<file path="config.mk">
export PLATFORM = sky130hd
export DESIGN_NAME = uart_stream_master
export DESIGN_NICKNAME = d
export VERILOG_FILES = /design/src/rtl/uart_stream_pkg.sv /design/src/rtl/uart_byte_slot.sv /design/src/rtl/uart_stream_master.sv
export SDC_FILE = /design/constraint.sdc
export NUM_CORES = 1
export LEC_CHECK = 0
export ABC_AREA = 1
export CORE_AREA = 8 8 106 84
export DETAILED_ROUTE_END_ITERATION = 10
export DIE_AREA = 0 0 114 92
export GPL_ROUTABILITY_DRIVEN = 1
export GPL_TIMING_DRIVEN = 0
export PLACE_DENSITY_LB_ADDON = 0.25
export RECOVER_POWER = 100
export SYNTH_ARGS = -nofsm -noshare
export SYNTH_HDL_FRONTEND = slang
export SYNTH_HIERARCHICAL = 1
export SYNTH_SLANG_ARGS = --single-unit
</file>
<file path="constraint.sdc">
create_clock -name clk -period 1.4 [get_ports clk]
set_input_delay 0.35 -clock clk [delete_from_list [all_inputs] [get_ports clk]]
set_output_delay 0.35 -clock clk [all_outputs]
set_load 0.01 [all_outputs]
</file>
<file path="src/rtl/uart_stream_pkg.sv">
// Shared constants for the UART stream master: register map, RX-empty marker, FSM encoding.
package uart_stream_pkg;

   // Register offsets from the UART base address
   localparam logic [31:0] REG_DIV    = 32'd0;
   localparam logic [31:0] REG_DAT    = 32'd4;
   localparam logic [31:0] REG_CTS    = 32'd8;
   localparam logic [31:0] REG_STATUS = 32'd12;

   // Data register read value meaning "no byte received"
   localparam logic [31:0] RX_EMPTY = 32'hffff_ffff;

   // Write strobes
   localparam logic [3:0] WSTRB_READ = 4'b0000;
   localparam logic [3:0] WSTRB_BYTE = 4'b0001;
   localparam logic [3:0] WSTRB_WORD = 4'b1111;

   // FSM state encoding
   typedef logic [2:0] state_t;
   localparam state_t ST_INIT     = 3'd0;
   localparam state_t ST_GAP      = 3'd1;
   localparam state_t ST_IDLE     = 3'd2;
   localparam state_t ST_TX_POLL  = 3'd3;
   localparam state_t ST_TX_WRITE = 3'd4;
   localparam state_t ST_RX_READ  = 3'd5;

   // Round-robin bit values: last side served
   localparam logic RR_TX = 1'b0;
   localparam logic RR_RX = 1'b1;

   // Absolute address of a UART register
   function automatic logic [31:0] reg_addr(input logic [31:0] base, input logic [31:0] off);
      return base + off;
   endfunction

endpackage

</file>
<file path="src/rtl/uart_byte_slot.sv">
// One-entry 8-bit valid/ready holding register.
module uart_byte_slot (
   input  logic       clk_i,
   input  logic       rst_ni,
   input  logic       en_i,
   input  logic [7:0] in_data_i,
   input  logic       in_valid_i,
   output logic       in_ready_o,
   output logic [7:0] out_data_o,
   output logic       out_valid_o,
   input  logic       out_ready_i
);

   logic       full_q, full_d;
   logic [7:0] data_q, data_d;

   assign in_ready_o  = en_i && !full_q;
   assign out_valid_o = full_q;
   assign out_data_o  = data_q;

   // Fill on input handshake, empty on output handshake; both cannot coincide
   always_comb begin
      full_d = full_q;
      data_d = data_q;
      if (in_valid_i && in_ready_o) begin
         full_d = 1'b1;
         data_d = in_data_i;
      end else if (full_q && out_ready_i) begin
         full_d = 1'b0;
      end
   end

   // Slot state registers
   always_ff @(posedge clk_i or negedge rst_ni) begin
      if (!rst_ni) begin
         full_q <= 1'b0;
         data_q <= 8'h00;
      end else begin
         full_q <= full_d;
         data_q <= data_d;
      end
   end

endmodule

</file>
<file path="src/rtl/uart_stream_master.sv">
// Bus initiator turning TX/RX byte streams into UART register accesses.
module uart_stream_master
   import uart_stream_pkg::*;
#(
   parameter logic [31:0] UART_ADDR = 32'hffff_ffff,
   parameter logic [31:0] DIVISOR   = 32'd104
) (
   input  logic        clk,
   input  logic        resetn,
   output logic        mem_valid,
   output logic [31:0] mem_addr,
   output logic [31:0] mem_wdata,
   output logic [3:0]  mem_wstrb,
   input  logic        mem_ready,
   input  logic [31:0] mem_rdata,
   input  logic [7:0]  tx_data,
   input  logic        tx_valid,
   output logic        tx_ready,
   output logic [7:0]  rx_data,
   output logic        rx_valid,
   input  logic        rx_ready,
   output logic        init_done
);

   state_t      state_q, state_d;
   state_t      gap_next_q, gap_next_d;
   logic        rr_q, rr_d;
   logic        mem_valid_q, mem_valid_d;
   logic [31:0] mem_addr_q, mem_addr_d;
   logic [31:0] mem_wdata_q, mem_wdata_d;
   logic [3:0]  mem_wstrb_q, mem_wstrb_d;
   logic        init_done_q, init_done_d;

   logic        tx_pend;
   logic        tx_clear;
   logic [7:0]  tx_byte;
   logic        rx_pend;
   logic        rx_fill;

   // TX slot accepts bytes only once the divisor is programmed
   uart_byte_slot u_tx_slot (
      .clk_i       (clk),
      .rst_ni      (resetn),
      .en_i        (init_done_q),
      .in_data_i   (tx_data),
      .in_valid_i  (tx_valid),
      .in_ready_o  (tx_ready),
      .out_data_o  (tx_byte),
      .out_valid_o (tx_pend),
      .out_ready_i (tx_clear)
   );

   // RX slot: its input-ready is exactly "slot empty", which is what makes RX pending
   uart_byte_slot u_rx_slot (
      .clk_i       (clk),
      .rst_ni      (resetn),
      .en_i        (1'b1),
      .in_data_i   (mem_rdata[7:0]),
      .in_valid_i  (rx_fill),
      .in_ready_o  (rx_pend),
      .out_data_o  (rx_data),
      .out_valid_o (rx_valid),
      .out_ready_i (rx_ready)
   );

   assign mem_valid = mem_valid_q;
   assign mem_addr  = mem_addr_q;
   assign mem_wdata = mem_wdata_q;
   assign mem_wstrb = mem_wstrb_q;
   assign init_done = init_done_q;

   // Sequencer: each transaction is launched on the edge that enters its state
   always_comb begin
      state_d     = state_q;
      gap_next_d  = gap_next_q;
      rr_d        = rr_q;
      mem_valid_d = mem_valid_q;
      mem_addr_d  = mem_addr_q;
      mem_wdata_d = mem_wdata_q;
      mem_wstrb_d = mem_wstrb_q;
      init_done_d = init_done_q;
      tx_clear    = 1'b0;
      rx_fill     = 1'b0;

      case (state_q)
         ST_INIT: begin
            // mem_valid is only low here in the first cycle after reset
            if (!mem_valid_q) begin
               mem_valid_d = 1'b1;
               mem_addr_d  = reg_addr(UART_ADDR, REG_DIV);
               mem_wdata_d = DIVISOR;
               mem_wstrb_d = WSTRB_WORD;
            end else if (mem_ready) begin
               mem_valid_d = 1'b0;
               init_done_d = 1'b1;
               state_d     = ST_GAP;
               gap_next_d  = ST_IDLE;
            end
         end

         ST_GAP: begin
            state_d = gap_next_q;
            if (gap_next_q == ST_TX_POLL) begin
               mem_valid_d = 1'b1;
               mem_addr_d  = reg_addr(UART_ADDR, REG_STATUS);
               mem_wdata_d = 32'h0;
               mem_wstrb_d = WSTRB_READ;
            end else if (gap_next_q == ST_TX_WRITE) begin
               mem_valid_d = 1'b1;
               mem_addr_d  = reg_addr(UART_ADDR, REG_DAT);
               mem_wdata_d = {24'h0, tx_byte};
               mem_wstrb_d = WSTRB_BYTE;
            end
         end

         ST_IDLE: begin
            // Both pending: serve the side that was not served last
            if (tx_pend && (!rx_pend || rr_q == RR_RX)) begin
               rr_d        = RR_TX;
               state_d     = ST_TX_POLL;
               mem_valid_d = 1'b1;
               mem_addr_d  = reg_addr(UART_ADDR, REG_STATUS);
               mem_wdata_d = 32'h0;
               mem_wstrb_d = WSTRB_READ;
            end else if (rx_pend) begin
               rr_d        = RR_RX;
               state_d     = ST_RX_READ;
               mem_valid_d = 1'b1;
               mem_addr_d  = reg_addr(UART_ADDR, REG_DAT);
               mem_wdata_d = 32'h0;
               mem_wstrb_d = WSTRB_READ;
            end
         end

         ST_TX_POLL: begin
            if (mem_ready) begin
               mem_valid_d = 1'b0;
               state_d     = ST_GAP;
               // Busy keeps polling without giving RX a turn
               gap_next_d  = mem_rdata[0] ? ST_TX_POLL : ST_TX_WRITE;
            end
         end

         ST_TX_WRITE: begin
            if (mem_ready) begin
               mem_valid_d = 1'b0;
               tx_clear    = 1'b1;
               state_d     = ST_GAP;
               gap_next_d  = ST_IDLE;
            end
         end

         ST_RX_READ: begin
            if (mem_ready) begin
               mem_valid_d = 1'b0;
               rx_fill     = (mem_rdata != RX_EMPTY);
               state_d     = ST_GAP;
               gap_next_d  = ST_IDLE;
            end
         end

         default: begin
            mem_valid_d = 1'b0;
            state_d     = ST_INIT;
         end
      endcase
   end

   // Sequencer and bus request registers
   always_ff @(posedge clk or negedge resetn) begin
      if (!resetn) begin
         state_q     <= ST_INIT;
         gap_next_q  <= ST_IDLE;
         rr_q        <= RR_TX;
         mem_valid_q <= 1'b0;
         mem_addr_q  <= 32'h0;
         mem_wdata_q <= 32'h0;
         mem_wstrb_q <= 4'h0;
         init_done_q <= 1'b0;
      end else begin
         state_q     <= state_d;
         gap_next_q  <= gap_next_d;
         rr_q        <= rr_d;
         mem_valid_q <= mem_valid_d;
         mem_addr_q  <= mem_addr_d;
         mem_wdata_q <= mem_wdata_d;
         mem_wstrb_q <= mem_wstrb_d;
         init_done_q <= init_done_d;
      end
   end

endmodule

</file>
==> flow_summary.ini <==
[placement]
dp_cells = 542
dp_hpwl_microns = 5394
dp_worst_setup_slack_ns = -0.4646
gp_congestion = 0.8545
port_buffers = 99

[critical_path]
crit_path_start = mem_addr[30]
cp_max_fo = 8
endpoint = mem_addr[23]
r2r-end = mem_addr[1]
reg2reg_setup_slack_ns = -0.19
start_kind = flop
crit_required_ns = 1.05
reg2regPathDepth = 8
regToRegStartpoint = state_q[0]
arrival_ns = 1.28
cp-end-kind = output pin
path_class = reg2out

[sta]
period_needed_ns = 1.626
worst_slew_pin_slew_ns = 0.9647
clock.fmax_mhz = 615.0
finalSetupViolations = 54
period_share = 1.161
clock_skew_ns = 0.007120
hold_violations = 0
relSlewSlack = 0.3569
hold_slack_ns = 0.2024
slew_violations = 0
tns_ns = -8.605
rsz0062_at_grt = true
layout_setup_ws_ns = -0.2260

[detailed_routing]
first_pass_iters = 4
ant_nets = 0
num_vias = 2450
drc = 0
wl_per_cell_microns = 13.11
viasPerCell = 4.283
dr.first_iter.drc_count = 75
wirelength_microns = 7500

[cts]
clkTransAtPathRegs_ns = 0.08
cts_tree = built
hold_buffers = 0
cts_buffers = 5
insertion_delay_ns = 0.29
clock_sinks = 39
htree_num_levels = 2
root_buffer = clkbuf_8
cts.path.max_buffers = 2

[global_routing]
grt_use_met2 = 0.1985
grt_max_degree = 40
top_usage_layer = met2
track_usage = 0.1265
grt_pass1_wl_microns = 11090
overflow = 0
globalRouteMet1Util = 0.1650
grt_pass1_vias = 2271
antenna_found_initial = 0
use_met3 = 0.04388

[layout]
final_common_cell = nand2_1
regArea_sq_um = 983.4
diodes = 0
fill_cells = 638
instances_no_fill = 572
area_growth_pct = 70.04
final_core_util = 0.6078
drive_gt1_frac = 0.3694
multi_input_area_sq_um = 1172
final_cell_mix = nand2_1 (99), buf_6 (67), buf_4 (39)
nNetsFinal = 515

[outcome]
violations = setup timing
status = complete, but fails checks

[flow_run]
cap_violations = 0

[die]
die_h_microns = 92
floorplan.initialDensity = 0.3574
chipWidth_microns = 114
rows = 27
core_sq_um = 7162
ioPinCount = 125
dieArea_sq_um = 10490

[synth]
yosys_register_bits = 39
syn_area_sq_um = 2560
synth_cell_types = 25
yosys_warnings = 6
syn_inst = 319
seq_area_frac_synth = 0.3817
syn-mean-instance-area_sq_um = 8.025

[min_path]
hp-class = in2async

[power_and_ir_drop]
leakagePower_nw = 2.419
vdd_ir_drop_max_v = 0.0009160
cellPowerDensity_nw_per_um2 = 2130
## registers in the layout, indices dropped and copies added, names as in the netlist
register and flops:
mem_wdata 8, u_rx_slot/out_data_o 8, u_tx_slot/out_data_o 8, gap_next_q 3
mem_addr 3, state_q 3, init_done 1, mem_valid 1
mem_wstrb 1, rr_q 1, u_rx_slot/out_valid_o 1, u_tx_slot/out_valid_o 1
## worst min-delay path by stage
stage                                        from                 endpoint  cells after the start
final                                      resetn                init_done                      1
after global routing                       resetn             mem_addr[30]                      1
after CTS                                  resetn  u_rx_slot/out_data_o[3]                      1
after detailed placement  u_tx_slot/out_data_o[4]  u_tx_slot/out_data_o[4]                      2
after global placement    u_tx_slot/out_data_o[4]  u_tx_slot/out_data_o[4]                      2
after floorplan                            resetn            gap_next_q[0]                      0
## report_power, final
part           switching (mW)  internal [mW]  total (mW)
sequential              0.398           1.64        2.04
clock                   0.408          0.347       0.754
combinational            2.98           3.50        6.48
## layer usage
layer	part of all wire	vias up	routed length (microns)
li1	-	1247	-
met1	0.44	1106	3318
met2	0.47	93	3500
met3	0.086	4	644
met4	0.0048	0	36
met5	0	-	0
## through the flow
| stage | power, mW | instance area [sq um] |
|---|---|---|
| after floorplan | 5.202 | 2648 |
| after global placement | 7.168 | 3765 |
| after detailed placement | 7.247 | 3760 |
| after CTS | 7.690 | 3874 |
| after global routing | 9.978 | 4353 |
| final | 9.273 | 4353 |
## area by class of cell
| cell class | count | area share |
|---|---|---|
| well taps | 101 | 0.02903 |
| flip-flops and latches | 39 | 0.2259 |
| plain buffers | 63 | 0.1374 |
| clock buffers | 5 | 0.01581 |
| repair buffers | 121 | 0.3012 |
| multi-input cells | 225 | 0.2693 |
| clock inverters | 3 | 0.004599 |
| inverters | 15 | 0.01667 |
## critical path, stage by stage (launching register included)
cell and delay (ns):
dfrtp_4 0.56, clkbuf_16 0.19, buf_4 0.13, buf_6 0.11
## cells in the mapped netlist, drive strengths merged
cell    instances  area (sq um)
nand4          21         131.4
dfrtp          38         950.9
nand2         119         489.2
conb            2         7.510
o21bai          1         7.510
nor3            2         10.01
dfstp           1         26.28
o21ai           7         35.03
nand3b          1         7.510
buf            64         504.2
nand3          19         167.7
inv            14         62.56
clkinv          1         5.000
a21oi           6         30.03
nor2           23         125.1
## what timing repair did
item,in CTS,in global routing
buffers inserted,7,11
cloned,1,5
pin swaps,3,25
resized for setup,77,221
setup endpoints to repair,77,62
## logic make-up (layout without fill, tap and decap cells)
kind of cell    Yosys count  after routing  share of synthesized area
buf+inv                  79            207                     0.2234
compound gates           14             14                    0.02835
simple gates            185            186                     0.3636
flops                    39             39                     0.3817
other cells               2             25                   0.002934
Note: power is estimated with default switching activity, not from simulation.
